`config.mk`:
```
export PLATFORM = sky130hd
export DESIGN_NAME = cxu_l2_arb
export DESIGN_NICKNAME = d
export VERILOG_FILES = /design/src/rtl/cxu_arb_pkg.sv /design/src/rtl/cxu_route_fifo.sv /design/src/rtl/cxu_l2_arb.sv
export SDC_FILE = /design/constraint.sdc
export NUM_CORES = 1
export LEC_CHECK = 0
export CORE_AREA = 2 2 131 133
export CTS_CLUSTER_DIAMETER = 80
export DETAILED_ROUTE_END_ITERATION = 8
export DIE_AREA = 0 0 133 135
export GPL_ROUTABILITY_DRIVEN = 1
export PLACE_DENSITY = 0.53
export SYNTH_ARGS = -nofsm -noshare
export SYNTH_HDL_FRONTEND = slang
export SYNTH_HIERARCHICAL = 1
export SYNTH_SLANG_ARGS = --single-unit
```
`constraint.sdc`:
```
create_clock -name clk -period 2.1 [get_ports clk]
set_clock_uncertainty 0.05 [all_clocks]
set_input_delay 0.315 -clock clk [delete_from_list [all_inputs] [get_ports clk]]
set_output_delay 0.315 -clock clk [all_outputs]
set_load 0.02 [all_outputs]
```
`src/rtl/cxu_arb_pkg.sv`:
```
// Shared types and helpers for the CXU-L2 requester arbiter.
//   CXU_STATUS_W : width of the CXU-L2 response status field
//   route_idx_t  : route index wide enough for the largest supported N_REQ (8)
//   idx_w()      : route index width for a given requester count (min 1 bit)
//   fifo_ptr_w() : route FIFO pointer width (address bits plus a wrap bit)
package cxu_arb_pkg;

  localparam int unsigned CXU_STATUS_W = 3;
  localparam int unsigned MAX_REQ      = 8;

  typedef logic [$clog2(MAX_REQ)-1:0] route_idx_t;

  function automatic int unsigned idx_w(input int unsigned n);
    return (n > 1) ? $clog2(n) : 1;
  endfunction

  function automatic int unsigned fifo_ptr_w(input int unsigned depth);
    return $clog2(depth) + 1;
  endfunction

endpackage

```
`src/rtl/cxu_route_fifo.sv`:
```
// Synchronous FIFO of route indices (which requester owns each outstanding request).
// Ports:
//   clk, rst (async, active-high), clk_en (all state holds when 0)
//   push/din : enqueue a route index (ignored while full)
//   pop      : dequeue the head (ignored while empty)
//   full, empty, head : status and current head entry
// DEPTH must be a power of two, at least 2.
module cxu_route_fifo
  import cxu_arb_pkg::*;
#(
  parameter int unsigned DEPTH = 4,
  parameter int unsigned W     = 1
) (
  input  logic         clk,
  input  logic         rst,
  input  logic         clk_en,
  input  logic         push,
  input  logic [W-1:0] din,
  input  logic         pop,
  output logic         full,
  output logic         empty,
  output logic [W-1:0] head
);

  localparam int unsigned PW = fifo_ptr_w(DEPTH);
  localparam int unsigned AW = PW - 1;

  logic [W-1:0]  mem [DEPTH];
  logic [PW-1:0] wr_q, rd_q;
  logic          do_push, do_pop;

  // Extra MSB distinguishes full (wrap bits differ) from empty (pointers equal).
  assign empty   = (wr_q == rd_q);
  assign full    = (wr_q[AW] != rd_q[AW]) && (wr_q[AW-1:0] == rd_q[AW-1:0]);
  assign do_push = clk_en && push && !full;
  assign do_pop  = clk_en && pop && !empty;
  assign head    = mem[rd_q[AW-1:0]];

  always_ff @(posedge clk or posedge rst) begin
    if (rst) begin
      wr_q <= '0;
      rd_q <= '0;
    end else begin
      if (do_push) wr_q <= wr_q + 1'b1;
      if (do_pop)  rd_q <= rd_q + 1'b1;
    end
  end

  // Storage needs no reset: entries are only read between push and pop.
  always_ff @(posedge clk) begin
    if (do_push) mem[wr_q[AW-1:0]] <= din;
  end

endmodule

```
`src/rtl/cxu_l2_arb.sv`:
```
// Round-robin arbiter sharing one downstream CXU-L2 port among N_REQ requesters.
// Ports:
//   clk, rst (async, active-high), clk_en (all state holds when 0)
//   up_req_*  : per-requester request channels (flat vectors, requester i in slice i)
//   up_resp_* : per-requester response valid/ready; id/status/data broadcast
//   req_*     : downstream request channel (winner's fields, zero latency)
//   resp_*    : downstream in-order response channel
//   err       : sticky, set when a response arrives with nothing outstanding
module cxu_l2_arb
  import cxu_arb_pkg::*;
#(
  parameter int unsigned N_REQ      = 2,
  parameter int unsigned MAX_OUT    = 4,
  parameter int unsigned CXU_ID_W   = 1,
  parameter int unsigned STATE_ID_W = 1,
  parameter int unsigned FUNC_ID_W  = 10,
  parameter int unsigned DATA_W     = 32,
  parameter int unsigned ID_W       = 4
) (
  input  logic                          clk,
  input  logic                          rst,
  input  logic                          clk_en,
  input  logic [N_REQ-1:0]              up_req_valid,
  output logic [N_REQ-1:0]              up_req_ready,
  input  logic [N_REQ*ID_W-1:0]         up_req_id,
  input  logic [N_REQ*CXU_ID_W-1:0]     up_req_cxu,
  input  logic [N_REQ*STATE_ID_W-1:0]   up_req_state,
  input  logic [N_REQ*FUNC_ID_W-1:0]    up_req_func,
  input  logic [N_REQ*DATA_W-1:0]       up_req_data0,
  input  logic [N_REQ*DATA_W-1:0]       up_req_data1,
  output logic [N_REQ-1:0]              up_resp_valid,
  input  logic [N_REQ-1:0]              up_resp_ready,
  output logic [ID_W-1:0]               up_resp_id,
  output logic [CXU_STATUS_W-1:0]       up_resp_status,
  output logic [DATA_W-1:0]             up_resp_data,
  output logic                          req_valid,
  input  logic                          req_ready,
  output logic [ID_W-1:0]               req_id,
  output logic [CXU_ID_W-1:0]           req_cxu,
  output logic [STATE_ID_W-1:0]         req_state,
  output logic [FUNC_ID_W-1:0]          req_func,
  output logic [DATA_W-1:0]             req_data0,
  output logic [DATA_W-1:0]             req_data1,
  input  logic                          resp_valid,
  output logic                          resp_ready,
  input  logic [ID_W-1:0]               resp_id,
  input  logic [CXU_STATUS_W-1:0]       resp_status,
  input  logic [DATA_W-1:0]             resp_data,
  output logic                          err
);

  localparam int unsigned RW = idx_w(N_REQ);

  logic [RW-1:0] rr_q, lock_idx_q, cand, sel, head;
  logic          lock_q, err_q;
  logic          fifo_full, fifo_empty;
  logic          sel_valid, req_hs, resp_hs;

  // Candidate: first valid requester at or after rr_q, wrapping.
  always_comb begin
    int unsigned j;
    logic        found;
    j     = 0;
    found = 1'b0;
    cand  = rr_q;
    for (int i = 0; i < N_REQ; i++) begin
      j = (int'(rr_q) + i) % N_REQ;
      if (!found && up_req_valid[j[RW-1:0]]) begin
        found = 1'b1;
        cand  = j[RW-1:0];
      end
    end
  end

  // A stalled grant stays locked so the presented request cannot change.
  assign sel = lock_q ? lock_idx_q : cand;

  always_comb begin
    sel_valid = 1'b0;
    req_id    = '0;
    req_cxu   = '0;
    req_state = '0;
    req_func  = '0;
    req_data0 = '0;
    req_data1 = '0;
    for (int i = 0; i < N_REQ; i++) begin
      if (RW'(i) == sel) begin
        sel_valid = up_req_valid[i];
        req_id    = up_req_id[i*ID_W +: ID_W];
        req_cxu   = up_req_cxu[i*CXU_ID_W +: CXU_ID_W];
        req_state = up_req_state[i*STATE_ID_W +: STATE_ID_W];
        req_func  = up_req_func[i*FUNC_ID_W +: FUNC_ID_W];
        req_data0 = up_req_data0[i*DATA_W +: DATA_W];
        req_data1 = up_req_data1[i*DATA_W +: DATA_W];
      end
    end
  end

  // Full blocks acceptance regardless of a same-cycle pop: no resp_* -> req_* path.
  assign req_valid = !rst && !fifo_full && (lock_q ? sel_valid : |up_req_valid);
  assign req_hs    = req_valid && req_ready;

  always_comb begin
    up_req_ready = '0;
    for (int i = 0; i < N_REQ; i++) begin
      up_req_ready[i] = req_hs && (RW'(i) == sel);
    end
  end

  // Responses route to the FIFO head; with nothing outstanding they are drained.
  always_comb begin
    up_resp_valid = '0;
    resp_ready    = 1'b1;
    for (int i = 0; i < N_REQ; i++) begin
      if (RW'(i) == head && !fifo_empty) begin
        up_resp_valid[i] = resp_valid && !rst;
        resp_ready       = up_resp_ready[i];
      end
    end
  end

  assign resp_hs        = resp_valid && resp_ready && !fifo_empty;
  assign up_resp_id     = resp_id;
  assign up_resp_status = resp_status;
  assign up_resp_data   = resp_data;
  assign err            = err_q;

  always_ff @(posedge clk or posedge rst) begin
    if (rst) begin
      rr_q       <= '0;
      lock_q     <= 1'b0;
      lock_idx_q <= '0;
      err_q      <= 1'b0;
    end else if (clk_en) begin
      if (req_hs) begin
        rr_q   <= (sel == RW'(N_REQ - 1)) ? '0 : sel + 1'b1;
        lock_q <= 1'b0;
      end else if (req_valid) begin
        lock_q     <= 1'b1;
        lock_idx_q <= sel;
      end
      if (resp_valid && fifo_empty) err_q <= 1'b1;
    end
  end

  cxu_route_fifo #(
    .DEPTH (MAX_OUT),
    .W     (RW)
  ) u_route_fifo (
    .clk    (clk),
    .rst    (rst),
    .clk_en (clk_en),
    .push   (req_hs),
    .din    (sel),
    .pop    (resp_hs),
    .full   (fifo_full),
    .empty  (fifo_empty),
    .head   (head)
  );

endmodule

```
== Word level (Yosys, flattened, before mapping) ==
Memory sizes are Yosys's and may differ from the RTL's.
Index checks and enable logic that the tools add are counted.

* Register bits: 10
* Bits in latches: 0
* Memory bits (writable): 4
* Memory bits (read-only): 0
* Memories kept: 1

{| class="wikitable"
|+ Memory list
! memory !! depth !! width !! rd ports !! clocked after Yosys merged registers in !! write ports !! RTL line !! source
|-
| u_route_fifo.mem || 4 || 1 || 1 || 0 || 1 || cxu_route_fifo.sv:28 || <nowiki>logic [W-1:0] mem [DEPTH];</nowiki>
|}

* Add/subtract/negate cells: 4
* Multiply operators: 0
* Div/mod/pow operators: 0
* Order comparisons: 2
* Equal/unequal tests: 3
* Shift-type cells: 0
* Mux-type cells: 24
* Bitwise logic cells: 3
* Reduce and logical (&&, ||, !) cells: 27

{| class="wikitable"
|+ Operators with widths
! kind !! number
|-
| $mux W32 || 2
|-
| $mux W1 || 20
|-
| $logic_and A1 B1 Y1 || 17
|-
| $mux W10 || 1
|-
| $add A3 B1 Y3 const B || 2
|-
| $reduce_and A2 Y1 || 3
|-
| $logic_not A1 Y1 || 4
|-
| $lt A1 B2 Y1 const B || 2
|-
| $mux W4 || 1
|-
| $eq A3 B3 Y1 || 1
|-
| $not A1 Y1 || 3
|-
| $reduce_and A3 Y1 || 1
|-
| $add A1 B1 Y1 const B || 2
|-
| $eq A2 B2 Y1 || 1
|-
| $reduce_bool A2 Y1 || 1
|-
| $reduce_or A2 Y1 || 1
|-
| $ne A1 B1 Y1 || 1
|}

== Longest topological paths before layout ==
Gate-level depths: netlist (run 1).

* Depth in word-level cells: 15
* Mapped depth: 9
* Depth with buffers taken out: 9

== Hierarchy ==
Netlist (run 1), hierarchy kept.

{| class="wikitable"
|+ Modules (own cells, without submodules)
! module !! times used !! cells each !! area an instance (um^2) !! sequential area each (um^2)
|-
| cxu_l2_arb || 1 || 161 || 1531.5 || 100.1
|-
| cxu_route_fifo || 1 || 48 || 591.8 || 270.3
|}

== Worst setup path before layout (run 1) ==
Ideal clock, no wire load.

* Path kind: reg-to-reg
* From: register u_route_fifo.rd_q[0]
* To: register u_route_fifo.rd_q[1]
* Library setup time: 128 ps
* Arrival time: 2097 ps
* Required time: 1922 ps
* Slack: -175 ps
* Stages on the path, launching flop included: 8
* Period minus slack after synthesis: 2275 ps
* Cells stage by stage: dfrtp_1 mux4_2 nor2b_1 a211o_1 and3b_1 nand2_1 a31oi_1 mux2_1

* Cells in the longest elaborated chain, start to end: 9
* Elaborated cells on any way between the ends: 13
* Those cells by class: add/sub (1); eq/ne (1); mux (2); bitwise (1); reduce/logical (7); memory (1)

{| class="wikitable"
|+ Ends and longest elaborated chain
! element !! RTL line !! source
|-
| start, declared || cxu_route_fifo.sv:29 || <nowiki>logic [PW-1:0] wr_q, rd_q;</nowiki>
|-
| start signal, assigned || cxu_route_fifo.sv:45 || <nowiki>if (do_pop) rd_q <= rd_q + 1'b1;</nowiki>
|-
| $mem_v2 Z4 W1 * || n/a ||
|-
| net head || cxu_l2_arb.sv:54 || <nowiki>logic [RW-1:0] rr_q, lock_idx_q, cand, sel, head;</nowiki>
|-
| $not A1 Y1 || cxu_l2_arb.sv:115 || <nowiki>if (RW'(i) == head && !fifo_empty) begin</nowiki>
|-
| $logic_and A1 B1 Y1 || cxu_l2_arb.sv:115 ||
|-
| $mux W1 || cxu_l2_arb.sv:115 ||
|-
| $mux W1 * || cxu_l2_arb.sv:115 ||
|-
| net resp_ready || cxu_l2_arb.sv:45 || <nowiki>output logic resp_ready,</nowiki>
|-
| $logic_and A1 B1 Y1 * (2 in a row) || cxu_l2_arb.sv:122 || <nowiki>assign resp_hs = resp_valid && resp_ready && !fifo_empty;</nowiki>
|-
| net resp_hs || cxu_l2_arb.sv:57 || <nowiki>logic sel_valid, req_hs, resp_hs;</nowiki>
|-
| $logic_and A1 B1 Y1 * (2 in a row) || cxu_route_fifo.sv:36 || <nowiki>assign do_pop = clk_en && pop && !empty;</nowiki>
|}

Mark *: on every way through the listed nets, which the timed path passes. The rest lies on a longest branch.
A chain may end at the register's enable or synchronous reset.

== Worst setup path in the final report (run 1) ==
* From: register rr_q
* To: output req_data1[15]

* Cells in the longest elaborated chain, start to end: 8
* Elaborated cells on any way between the ends: 11
* Those cells by class: add/sub (1); mux (8); reduce/logical (2)

{| class="wikitable"
|+ Ends and longest elaborated chain
! element !! RTL line !! source
|-
| start, declared || cxu_l2_arb.sv:54 ||
|-
| start signal, assigned || cxu_l2_arb.sv:136 || <nowiki>rr_q <= (sel == RW'(N_REQ - 1)) ? '0 : sel + 1'b1;</nowiki>
|-
| $mux W1 (not written as such) (2 in a row) || cxu_l2_arb.sv:68 || <nowiki>if (!found && up_req_valid[j[RW-1:0]]) begin</nowiki>
|-
| $mux W1 || cxu_l2_arb.sv:68 ||
|-
| $logic_not A1 Y1 || cxu_l2_arb.sv:68 ||
|-
| $logic_and A1 B1 Y1 || cxu_l2_arb.sv:68 ||
|-
| $mux W1 * || cxu_l2_arb.sv:68 ||
|-
| $mux W1 * || cxu_l2_arb.sv:76 || <nowiki>assign sel = lock_q ? lock_idx_q : cand;</nowiki>
|-
| $mux W32 * || cxu_l2_arb.sv:87 || <nowiki>if (RW'(i) == sel) begin</nowiki>
|-
| end, declared || cxu_l2_arb.sv:43 || <nowiki>output logic [DATA_W-1:0] req_data1,</nowiki>
|}

Mark *: on every way between the ends. The rest lies on a longest branch, timed or not. The select of a mux whose other input is x is not followed.

==> results_tabular.tex, run 1 <==
\begin{tabular}{lr}
\hline
Metric & Value \\
\hline
\multicolumn{2}{l}{\textbf{Detailed routing}} \\
Vias per cell & 3.94 \\
Detailed-routing iteration count for the pre-antenna-repair pass & 4 \\
Number of design rule violations left after detail routing & 0 \\
Starting DRC count in detailed routing & 65 \\
Wirelength, routed & 14,500 um \\
Mean routed wirelength per cell & 20.2 um \\
Via Count & 2,839 \\
Count of nets left with antenna violations after detail routing & 0 \\
\multicolumn{2}{l}{\textbf{Logic synthesis}} \\
Multiplexer fraction of the synthesized cell area & 46.4\% \\
Cell Area, Synth & 0.00212 mm\^{}2 \\
Complex-gate fraction of the synthesized area & 4.77\% \\
Seq/Total Area, Yosys & 17.4\% \\
Number of warnings printed during yosys synthesis & 6 \\
Post-Synth XOR/XNOR Area & 3.54\% \\
Flip-flop and latch count after synthesis & 14 \\
Cell count after synthesis & 209 \\
Synth Area in Adders & 2.95\% \\
Simple-gate share of the synthesized area & 7.42\% \\
Dominant combinational cell family by area after synthesis & multiplexers \\
Syn\_area\_per\_cell & 10.2 um\^{}2 \\
Distinct cell type count after synthesis & 36 \\
Net count after synthesis & 422 \\
\multicolumn{2}{l}{\textbf{Timing}} \\
Worst-Margin Slew & 0.285 ns \\
Fmax & 413 MHz \\
Final Max Tran Viols & 0 \\
Final number of setup-violating endpoints & 89 \\
Slew HR & 80.9\% \\
Final hold slack & 0.417 ns \\
Final Critical Period & 2.42 ns \\
RSZ-0062 raised after global routing & yes \\
Hold Violations, Final & 0 \\
Period utilisation layout & 115\% \\
Worst setup slack after layout & -0.323 ns \\
\multicolumn{2}{l}{\textbf{Global route}} \\
Gr usage total & 15.2\% \\
Global-route wire length before repair & 19,900 um \\
Antenna violations before repair & 0 \\
Vias in the first global route & 3,150 \\
Grt ovf & 0 \\
Pin count of the biggest net entering global routing & 10 \\
\multicolumn{2}{l}{\textbf{Placed design}} \\
PortBufs & 255 \\
Placer Congestion & 0.904 \\
Total half-perimeter wirelength after legalization and detailed placement & 11,000 um \\
Placed standard-cell area & 0.00489 mm\^{}2 \\
\multicolumn{2}{l}{\textbf{Layout}} \\
Antenna diode count & 0 \\
Final std cell area, no fill & 0.00601 mm\^{}2 \\
Final core area utilization & 36.6\% \\
Area added between synthesis and finish & 183\% \\
Total Nets Final & 715 \\
Layout cell share with drive strength beyond 1 & 57.7\% \\
\multicolumn{2}{l}{\textbf{Critical path}} \\
Required time worst endpoint & 1.74 ns \\
Startpoint class of the critical path & flop \\
Category of the most critical setup path & flop to output pin \\
Critical Path Sink Type & output pin \\
CP arrival & 2.06 ns \\
Biggest fanout along the worst timing path & 5 \\
\multicolumn{2}{l}{\textbf{Run status}} \\
Failing checks & setup timing \\
Result of the run & finished, violations left \\
\multicolumn{2}{l}{\textbf{CTS}} \\
H-tree levels & 1 \\
Clock buffer count from CTS & 3 \\
Clock sink count & 14 \\
Root buffer selected by CTS & sky130\_fd\_sc\_hd\_\_clkbuf\_16 \\
Clock-pin transition on the worst setup and hold timing paths & 0.05 ns \\
Clock tree from TritonCTS & built \\
Clk buf depth & 2 \\
Clock Latency Late Sink & 0.25 ns \\
\multicolumn{2}{l}{\textbf{Floorplanning}} \\
Die Width & 133 um \\
Die outline height & 135 um \\
Starting Density & 12.9\% \\
Area inside the core boundary & 0.0164 mm\^{}2 \\
Number of placement rows & 47 \\
IO Count & 334 \\
Die area & 0.0180 mm\^{}2 \\
\multicolumn{2}{l}{\textbf{Power and ir drop}} \\
Relative contribution of the clock network to total power & 4.3\% \\
Power Density & 1420 mW/mm\^{}2 \\
Switching power total & 0.00335 W \\
Internal power & 0.00519 W \\
VDD IR-drop max & 0.802 mV \\
Total Power Consumption & 0.00854 W \\
Share of total power in combinational logic & 89.8\% \\
Leakage dissipation & 2.58 nW \\
Switching power share of the total & 39.2\% \\
Sequential fraction of design power & 5.9\% \\
\multicolumn{2}{l}{\textbf{Hold path}} \\
Class of the tightest hold or removal check & flop to flop \\
\multicolumn{2}{l}{\textbf{Run}} \\
Number of maximum-capacitance constraint violations & 0 \\
\hline
\end{tabular}
==> stage by stage <==
stage	setup TNS [ns]	cells	setup WS [ns]
global placement	-57.66	668	-0.729
detailed placement	-57.35	668	-0.720
finish	-15.32	721	-0.323
CTS	-18.23	712	-0.472
floorplan	-0.149	209	-0.107
global route	-19.47	721	-0.361
==> power by group through the flow <==
| stage | clock (W) | sequential, W | combinational [W] |
|---|---|---|---|
| after floorplan | 0 | 0.000516 | 0.00273 |
| after global placement | 0 | 0.000493 | 0.00493 |
| after detailed placement | 0 | 0.000497 | 0.00494 |
| after CTS | 0.000373 | 0.000498 | 0.00734 |
| after global routing | 0.000383 | 0.000515 | 0.00805 |
| final | 0.000366 | 0.000501 | 0.00767 |
==> state kept, by name, summed over array words and instances (netlist names) <==
register / cells
u_route_fifo/wr_q: 3
u_route_fifo/rd_q: 3
rr_q: 1
lock_idx_q: 1
u_route_fifo/mem: 4
lock_q: 1
err: 1
==> cell usage after synthesis, drive strengths merged <==
| cell | number | area (um^2) |
|---|---|---|
| a211o | 3 | 26.3 |
| a21oi | 1 | 5.00 |
| a31o | 1 | 8.76 |
| a31oi | 3 | 25.0 |
| and2 | 4 | 25.0 |
| and3b | 1 | 8.76 |
| buf | 47 | 333 |
| clkbuf | 1 | 3.75 |
| dfrtp | 10 | 250 |
| edfxtp | 4 | 120 |
| ha | 5 | 62.6 |
| inv | 9 | 33.8 |
| mux2 | 84 | 953 |
| mux2i | 1 | 10.0 |
| mux4 | 1 | 22.5 |
| nand2 | 7 | 26.3 |
| nand3 | 4 | 20.0 |
| nand4 | 1 | 6.26 |
| nor2 | 5 | 18.8 |
| nor2b | 1 | 6.26 |
| nor3 | 1 | 5.00 |
| nor4b | 1 | 8.76 |
| nor4bb | 1 | 10.0 |
| o21ai | 2 | 10.0 |
| o311ai | 2 | 17.5 |
| o31a | 1 | 8.76 |
| or3b | 1 | 8.76 |
| or4b | 1 | 13.8 |
| xnor2 | 4 | 50.1 |
| xor2 | 2 | 25.0 |
==> repair_timing <==
item | 4_1_cts | 5_1_grt
setup buffers | 32 | 21
gates cloned | 10 | 0
resized for setup | 566 | 66
pin swaps | 11 | 7
hold buffers | 0 | 0
endpoints found under the setup margin | 95 | 97
endpoints found under the hold margin | 0 | 0
==> cell families after synthesis <==
family | count (synthesis)
DFF | 14
and+or+nand+nor | 28
xor gates and xnor gates | 6
adders and majority gates | 5
muxes | 86
AOI/OAI and AO/OA | 13
buffers and inverters | 57
==> worst max-delay path, cell delays in order (launching register included) <==
cell and delay [ns]:
sky130_fd_sc_hd__dfrtp_1 0.35, sky130_fd_sc_hd__a21oi_2 0.05, sky130_fd_sc_hd__o31a_4 0.37, sky130_fd_sc_hd__buf_12 0.14
sky130_fd_sc_hd__buf_16 0.12, sky130_fd_sc_hd__buf_12 0.12, sky130_fd_sc_hd__buf_6 0.11, sky130_fd_sc_hd__buf_6 0.11
sky130_fd_sc_hd__mux2_4 0.30, sky130_fd_sc_hd__buf_6 0.14
==> placed cells by master (no fill, tap or decap), drive strengths merged, types with 2 or more instances in the layout <==
| cell type | Yosys | final |
|---|---|---|
| o21ai | 2 | 2 |
| dfrtp | 10 | 10 |
| nor2 | 5 | 5 |
| o311ai | 2 | 2 |
| a31oi | 3 | 3 |
| edfxtp | 4 | 4 |
| inv | 9 | 9 |
| buf | 47 | 167 |
| and2 | 4 | 4 |
| clkdlybuf4s50 | 0 | 167 |
| nand3 | 4 | 4 |
| nand2 | 7 | 7 |
| a211o | 3 | 3 |
| xor2 | 2 | 2 |
| ha | 5 | 5 |
| xnor2 | 4 | 4 |
| clkbuf | 1 | 4 |
| mux2 | 84 | 84 |
==> metal layers <==
layer	global-route usage (%)	part of all wire (%)	up-vias
li1	-	-	1293
met1	13.6	31	1346
met4	2.57	1.2	0
met5	0	0	-
met3	12.5	19	23
met2	26.9	49	177
==> final cells by class <==
| type | count | area [um^2] |
|---|---|---|
| fillers | 1603 | 10400 |
| repair buffers | 336 | 3610 |
| multi-input cells | 138 | 1630 |
| flip-flops and latches | 14 | 373 |
| well taps | 220 | 275 |
| clock buffers | 3 | 75.1 |
| inverters | 9 | 36.3 |
| clock inverters | 1 | 3.75 |
==> final timing paths <==
check	from	to	slack, ns	depth (start not counted)
worst min register to register	err$_DFFE_PP0P_	err$_DFFE_PP0P_	0.42	1
worst max register to register	u_route_fifo/rd_q[0]$_DFFE_PP0P_	u_route_fifo/rd_q[1]$_DFFE_PP0P_	-0.16	8
worst max-delay path	rr_q$_DFFE_PP0P_	req_data1[15]	-0.32	9
worst min-delay path	err$_DFFE_PP0P_	err$_DFFE_PP0P_	0.42	1
min in group asynchronous	rst	rr_q$_DFFE_PP0P_	0.47	3
max in group asynchronous	rst	u_route_fifo/rd_q[0]$_DFFE_PP0P_	1.25	3
Power figures use the tool's default switching activity.
==> run 2: changes to the inputs <==
--- a/config.mk
+++ b/config.mk
@@ -5,12 +5,13 @@
 export SDC_FILE = /design/constraint.sdc
 export NUM_CORES = 1
 export LEC_CHECK = 0
-export CORE_AREA = 2 2 131 133
+export ABC_AREA = 1
+export CORE_AREA = 2 2 130 132
 export CTS_CLUSTER_DIAMETER = 80
 export DETAILED_ROUTE_END_ITERATION = 8
-export DIE_AREA = 0 0 133 135
+export DIE_AREA = 0 0 132 134
 export GPL_ROUTABILITY_DRIVEN = 1
-export PLACE_DENSITY = 0.53
+export PLACE_DENSITY = 0.54
 export SYNTH_ARGS = -nofsm -noshare
 export SYNTH_HDL_FRONTEND = slang
 export SYNTH_HIERARCHICAL = 1
==> run 2 against run 1 <==
Against the previous run:
- the flow now finishes without violations
- global-route usage fell by 3.6 points
- hold slack worse by 0.0015 ns
- setup slack better by 0.41 ns
- critical path depth increased by 1
- register-to-register slack gained 0.38 ns
- combinational power is 30% lower
- die area fell by 1.5%
- largest cell class unchanged
==> results_tabular.tex, run 2 <==
\begin{tabular}{lr}
\hline
Metric & Value \\
\hline
\multicolumn{2}{l}{\textbf{Run status}} \\
Result of the run & completed \\
\multicolumn{2}{l}{\textbf{Logic synthesis}} \\
Net count after synthesis & 631 \\
Number of warnings printed during yosys synthesis & 6 \\
Most frequent cell after synthesis & sky130\_fd\_sc\_hd\_\_nand2\_1 \\
Synth top cells by count & sky130\_fd\_sc\_hd\_\_nand2\_1, sky130\_fd\_sc\_hd\_\_buf\_4, sky130\_fd\_sc\_hd\_\_inv\_1 \\
Syn\_area\_per\_cell & 5.31 um\^{}2 \\
Seq/Total Area, Yosys & 16.7\% \\
Synth async-reset ratio & 71.4\% \\
Area share of the largest cell type after synthesis & 47.5\% \\
Cell count after synthesis & 418 \\
Flip-flop and latch count after synthesis & 14 \\
Distinct cell type count after synthesis & 26 \\
Number of flops mapped to enable cells by yosys & 4 \\
Synth area leader & sky130\_fd\_sc\_hd\_\_nand2\_1 \\
Cell Area, Synth & 0.00222 mm\^{}2 \\
Top flip-flop cell by instance count after synthesis & sky130\_fd\_sc\_hd\_\_dfrtp\_1 \\
Cells taking the most area after synthesis & sky130\_fd\_sc\_hd\_\_nand2\_1, sky130\_fd\_sc\_hd\_\_buf\_4, sky130\_fd\_sc\_hd\_\_dfrtp\_1, sky130\_fd\_sc\_hd\_\_edfxtp\_1, sky130\_fd\_sc\_hd\_\_inv\_1 \\
\multicolumn{2}{l}{\textbf{CTS}} \\
Post-cts hold buffer count & 0 \\
H-tree levels & 1 \\
Clock Latency Late Sink & 0.24 ns \\
Clk buf depth & 2 \\
Clock sink count & 14 \\
Root buffer selected by CTS & sky130\_fd\_sc\_hd\_\_clkbuf\_16 \\
Clock buffer count from CTS & 3 \\
Clock tree from TritonCTS & built \\
Clock-pin transition on the worst setup and hold timing paths & 0.05 ns \\
\multicolumn{2}{l}{\textbf{Critical path}} \\
Category of the most critical setup path & flop to output pin \\
Required time worst endpoint & 1.74 ns \\
CP arrival & 1.65 ns \\
Cells along the critical path & inv\_2, a21oi\_2, o21ai\_2, nand2\_4, clkinv\_8, buf\_8, buf\_16, nand2\_1, nand2\_2, buf\_6 \\
Critical Path Sink Type & output pin \\
Startpoint class of the critical path & flop \\
Reg2Reg Launch Point & u\_route\_fifo/rd\_q[0]\$\_DFFE\_PP0P\_ \\
Worst-case register-to-register setup slack & 0.22 ns \\
CP peak stage delay & 0.36 ns \\
Worst reg-to-reg path cell count & 13 \\
Start point of the critical path & rr\_q\$\_DFFE\_PP0P\_ \\
CP max stage cell & sky130\_fd\_sc\_hd\_\_dfrtp\_1 \\
Endpoint of the lowest-slack register-to-register path & u\_route\_fifo/rd\_q[2]\$\_DFFE\_PP0P\_ \\
Biggest fanout along the worst timing path & 14 \\
\multicolumn{2}{l}{\textbf{Layout}} \\
Area added between synthesis and finish & 121\% \\
Most used cells in the layout excluding fill and tap cells & sky130\_fd\_sc\_hd\_\_nand2\_1, sky130\_fd\_sc\_hd\_\_clkdlybuf4s50\_1, sky130\_fd\_sc\_hd\_\_buf\_2 \\
Antenna diode count & 0 \\
Layout cell share with drive strength beyond 1 & 23.9\% \\
Flip-flop count of the largest register, all copies and words added & 4 \\
Final std cell area, no fill & 0.00491 mm\^{}2 \\
Storage element area & 370 um\^{}2 \\
Most common cell after layout, fill and taps aside & sky130\_fd\_sc\_hd\_\_nand2\_1 \\
Fill count & 1,860 \\
Final core area utilization & 30.2\% \\
Total Nets Final & 878 \\
Multi-input gate area in the final layout & 0.00141 mm\^{}2 \\
\multicolumn{2}{l}{\textbf{Timing}} \\
Fmax & 496 MHz \\
Final Critical Period & 2.02 ns \\
Worst-Margin Slew & 0.250 ns \\
Final Max Tran Viols & 0 \\
Slew HR & 83.3\% \\
Period utilisation layout & 96.1\% \\
Final number of setup-violating endpoints & 0 \\
RSZ-0062 raised after global routing & no \\
Final-layout setup total negative slack & 0 ns \\
Hold Violations, Final & 0 \\
Worst setup slack after layout & 0.0824 ns \\
\multicolumn{2}{l}{\textbf{Placed design}} \\
Placer Congestion & 0.740 \\
PortBufs & 255 \\
Total half-perimeter wirelength after legalization and detailed placement & 8500 um \\
Placed standard-cell area & 0.00497 mm\^{}2 \\
Setup slack at placement & -0.548 ns \\
\multicolumn{2}{l}{\textbf{Power and ir drop}} \\
Sequential fraction of design power & 7.4\% \\
Total Power Consumption & 0.00619 W \\
Switching power total & 0.00325 W \\
VDD IR-drop max & 0.394 mV \\
Leakage dissipation & 2.59 nW \\
Power Density & 1260 mW/mm\^{}2 \\
Relative contribution of the clock network to total power & 5.9\% \\
Internal power & 0.00294 W \\
Share of total power in combinational logic & 86.7\% \\
Switching power share of the total & 52.5\% \\
\multicolumn{2}{l}{\textbf{Detailed routing}} \\
Count of nets left with antenna violations after detail routing & 0 \\
Starting DRC count in detailed routing & 83 \\
Detailed-routing iteration count for the pre-antenna-repair pass & 4 \\
Met3 WL & 1060 um \\
Mean routed wirelength per cell & 12.4 um \\
Via Count & 3,198 \\
Routed length on met2 & 5180 um \\
Vias per cell & 3.62 \\
Number of design rule violations left after detail routing & 0 \\
Wirelength, routed & 11,000 um \\
Routed metal-1 wire length & 4600 um \\
Uppermost layer routed & met4 \\
\multicolumn{2}{l}{\textbf{Global route}} \\
Vias in the first global route & 3,180 \\
Grt ovf & 0 \\
Antenna violations before repair & 0 \\
Pin count of the biggest net entering global routing & 28 \\
Gr usage total & 11.6\% \\
Global-route wire length before repair & 16,400 um \\
\multicolumn{2}{l}{\textbf{Floorplanning}} \\
IO Count & 334 \\
Starting Density & 13.6\% \\
Number of placement rows & 47 \\
Die outline height & 134 um \\
Die Width & 132 um \\
Area inside the core boundary & 0.0163 mm\^{}2 \\
Die area & 0.0177 mm\^{}2 \\
\multicolumn{2}{l}{\textbf{Hold path}} \\
Class of the tightest hold or removal check & input port to async pin \\
\multicolumn{2}{l}{\textbf{Run}} \\
Number of maximum-capacitance constraint violations & 0 \\
\hline
\end{tabular}
==> run 2: changes by cell type in the layout (fill, tap and decap cells not counted), sizes merged, moves of 2 or more <==
cell	delta
nand2	+277
a31oi	-3
xnor2	-3
buf	-50
mux2	-84
clkbuf	+10
nor2	+5
o311ai	-2
nand3	+6
a211o	-3
nor3	+2
inv	+14
and2	-4
==> run 2: metal layers <==
layer	up-vias	track usage (%)
met5	-	0
met4	0	2.23
met3	10	4.46
met2	171	19.2
met1	1312	14.4
li1	1705	-
==> run 2: what timing repair did <==
item                       4_1_cts  5_1_grt
pin swaps                        1        3
setup buffers                    2        1
setup endpoints to repair       86       83
gates resized for setup        308       74
gates cloned                     4        1
==> run 2: per-stage QoR <==
| step | hold WS (ns) | cells |
|---|---|---|
| 2_1_floorplan | 0.0311 | 418 |
| 3_3_place_gp | 0.410 | 873 |
| 3_5_place_dp | 0.409 | 873 |
| 4_1_cts | 0.409 | 883 |
| 5_1_grt | 0.436 | 884 |
| 6_report | 0.416 | 884 |
==> run 2: power by group through the flow <==
stage | clock network (W) | logic [W] | registers [W]
CTS | 0.000372 | 0.00553 | 0.000460
global route | 0.000385 | 0.00587 | 0.000473
global placement | 0 | 0.00546 | 0.000464
floorplan | 0 | 0.00283 | 0.000478
finish | 0.000365 | 0.00536 | 0.000460
detailed placement | 0 | 0.00544 | 0.000462
==> run 2: how the worst max path moves through the flow <==
stage / to / cells after the start
floorplan: up_resp_valid[0] / 7
global placement: req_data1[30] / 9
detailed placement: req_data1[30] / 9
CTS: req_data1[1] / 9
global route: req_data1[14] / 10
finish: req_data1[25] / 10
==> run 2: layout make-up <==
class | instances | share of cell area (%)
Timing Repair Buffer | 298 | 54.5
Multi-Input combinational cell | 324 | 28.6
Sequential cell | 14 | 7.54
Tap cell | 220 | 5.60
Inverter | 24 | 2.09
Clock buffer | 3 | 1.53
Clock inverter | 1 | 0.0764
==> run 2: kinds of logic (layout without fill, tap and decap cells) <==
family | after synthesis | count (layout) | share of synthesized area [%]
and+or+nand+nor | 310 | 310 | 54.7
buffers and inverters | 80 | 326 | 22.2
DFF | 14 | 14 | 16.7
AOI/OAI and AO/OA | 6 | 6 | 2.09
adders and majority gates | 5 | 5 | 2.82
xor gates and xnor gates | 3 | 3 | 1.52
==> run 2: worst max-delay path: cells and delay by family (launching register included) <==
kind                   cells  cell delay, ns
AND/OR/NAND/NOR            3            0.27
AO/OA/AOI/OAI              2            0.20
buffers and inverters      5            0.57
flip-flops                 1            0.36
==> variant (config.mk and constraints of run 1) <==
Put a register stage on the output `up_resp_status`, without a reset. The value now appears one clock later. The other outputs are not delayed to match.
--- a/src/rtl/cxu_l2_arb.sv
+++ b/src/rtl/cxu_l2_arb.sv
@@ -121,7 +121,9 @@
 
   assign resp_hs        = resp_valid && resp_ready && !fifo_empty;
   assign up_resp_id     = resp_id;
-  assign up_resp_status = resp_status;
+  always_ff @(posedge clk) begin
+    up_resp_status <= resp_status;
+  end
   assign up_resp_data   = resp_data;
   assign err            = err_q;
 
Formal check against the unedited RTL: not equivalent (a bounded check fails within 4 cycles, from zero or initial values and one cycle with rst high).
==> variant against run 1 <==
- the flow still finishes with violations (negative setup slack)
- area after synthesis increased by 5.2%
- routed wire length decreased by 19%
- cell area decreased by 5.5%
- sequential cell count increased by 3
- global-route usage decreased by 3.3 points
- first-iteration DRC count decreased by 40%
- worst setup slack improved by 0.066 ns
- die area unchanged
- total power decreased by 11%
- critical endpoint is now req_id[2]
- largest cell class unchanged
==> variant: results (changes against run 1) <==
* Number of flip-flops in the largest register at 4 (unchanged)
* Number of flops mapped to enable cells by yosys at 4 (unchanged)
* Worst reg-to-reg path cell count at 10 (was 8)
* Syn nets at 424 (was 422)
* Routed len/inst at 16.6 um (was 20.2 um)
* Tightest Hold Check Type: input pin to async pin (was flip-flop to flip-flop)
* Leak at 2.45 nW (was 2.58 nW)
* Post-Synthesis Cells at 211 (was 209)
* Final WS setup at -0.257 ns (was -0.323 ns)
* Outcome: finished, violations left (unchanged)
* Total track usage at 0.119 (was 0.152)
* DP Cell Count at 677 (was 668)
* Later-pin clock latency in the skew report at 0.25 ns (about the same)
* Reg-to-Reg Start: u_route_fifo/wr_q[1] (was u_route_fifo/rd_q[0])
* Violations in the final reports: negative setup slack (unchanged)
* Layout net count at 704 (was 715)
* Initial antenna violation count at 1 (was 0)
* # DRC at 0 (unchanged)
* Setup slack, reg-to-reg at -0.19 ns (was -0.16 ns)
* Worst slew margin at 0.787 (was 0.809)
* Peak supply drop at 650 uV (was 802 uV)
* Critical path endpoint: req_id[2] (was req_data1[15])
* Post-route insts no fill at 710 (was 721)
* Crit path max fanout at 4 (was 5)
* End of the worst register-to-register path: u_route_fifo/mem[2] (was u_route_fifo/rd_q[1])
* Buffers on Ports at 261 (was 255)
* CTS Buf Count at 3 (unchanged)
* Vias in the first global route at 2919 (was 3150)
* CP peak stage delay at 0.41 ns (was 0.37 ns)
* Initial DRC count at 39 (was 65)
* Netlist cell types at 41 (was 36)
* Layout cells sized above 1 at 0.494 (was 0.577)
* Synth warnings at 6 (unchanged)
* Vias/cell at 3.80 (was 3.94)
* Gpl congestion at 0.832 (was 0.904)
* CP max-delay cell: dfrtp_1 (was o31a_4)
* Hpwl dp at 9220 um (was 11000 um)
* Pin count of the biggest net entering global routing at 16 (was 10)
* Clock Path Buffers at 2 (unchanged)
* Clock transition at path regs at 0.05 ns (about the same)
* Crit path launch: rr_q (unchanged)
* Crit path DAT at 1.99 ns (was 2.06 ns)
* Ranking of synthesized cells by area: mux2_1 23%, mux2_2 18%, buf_4 12% (was mux2_2 43%, buf_4 14%, dfrtp_1 12%)
* Final Setup Violations at 94 (was 89)
* 1st-pass router iterations at 4 (unchanged)
* Most common library cells after synthesis: 46 x mux2_1, 37 x buf_4, 36 x mux2_2, 10 x dfrtp_1, 10 x inv_1 (was 81 x mux2_2, 39 x buf_4, 10 x dfrtp_1, 9 x inv_1, 8 x buf_2)
* Global-route wire length before repair at 16800 um (was 19900 um)
* Clk root buf: clkbuf_16 (unchanged)
* Seq/Total Area, Yosys at 0.193 (was 0.174)
* Max H-tree Level at 1 (unchanged)
* Post-synthesis async set-or-reset flop share at 0.588 (was 0.714)
-- variant: cell families (layout without fill, tap and decap cells) --
family                     after synthesis  after routing  synth area share
muxes                                   86             86             0.439
buffers and inverters                   56            335             0.175
and+or+nand+nor                         24             24            0.0571
AOI/OAI and AO/OA                       17             17            0.0745
DFF                                     17             17             0.193
xor gates and xnor gates                 6              6            0.0336
adders and majority gates                5              5            0.0280
-- variant: final cells by class --
type | instances | area [um2]
Fill cell | 1642 | 10700
Timing Repair Buffer | 321 | 3140
Multi-Input combinational cell | 138 | 1720
Sequential cell | 17 | 435
Tap cell | 220 | 275
Clock buffer | 4 | 78.8
Inverter | 10 | 40.0
-- variant: stage by stage --
stage,worst slack (ns),instance area [um2],power (W),TNS [ns],hold slack (ns)
after floorplan,-0.130,2280,0.00342,-0.696,0.0311
after global placement,-0.869,5110,0.00568,-65.84,0.434
after detailed placement,-0.867,5110,0.00570,-66.40,0.435
after CTS,-0.256,5470,0.00714,-17.14,0.382
after global routing,-0.315,5680,0.00797,-23.50,0.407
final,-0.257,5680,0.00758,-17.27,0.389
-- variant: power by group --
part / total, W / leakage (nW) / internal, W / switching, W
clock: 0.000381 / 0.0382 / 0.000258 / 0.000123
combinational: 0.00660 / 2.23 / 0.00376 / 0.00284
sequential: 0.000595 / 0.174 / 0.000463 / 0.000132
total: 0.00758 / 2.45 / 0.00448 / 0.00310
-- variant: how the worst min path moves through the flow --
stage | from | end | slack [ns] | depth (start not counted)
after global placement | err | err | 0.43 | 1
after global routing | rst | lock_q | 0.41 | 3
after floorplan | rst | err | 0.03 | 1
final | rst | err | 0.39 | 3
after detailed placement | err | err | 0.44 | 1
after CTS | rst | rr_q | 0.38 | 3
-- variant: worst max-delay path, delay by kind of cell, from the launching register on --
kind / cells / cell delay (ns)
flip-flops: 1 / 0.41
buffers and inverters: 6 / 0.75
multiplexers: 1 / 0.30
AO/OA/AOI/OAI: 2 / 0.28
-- variant: timing repair --
item                                   4_1_cts  5_1_grt
setup endpoints to repair                   96       98
pin swaps                                    6        7
setup buffers                               16        8
endpoints found under the hold margin        0        0
resized for setup                          452       58
cloned                                       6        1
hold buffers                                 0        0
-- variant: layer usage --
| layer | wire length, um | part of all wire | vias to the layer above | GRT usage |
|---|---|---|---|---|
| li1 | - | - | 1282 | - |
| met1 | 4670 | 0.40 | 1242 | 0.141 |
| met2 | 6040 | 0.51 | 163 | 0.212 |
| met3 | 990 | 0.084 | 9 | 0.0364 |
| met4 | 110 | 0.0093 | 2 | 0.0227 |
| met5 | 11 | 0.00093 | - | 0 |
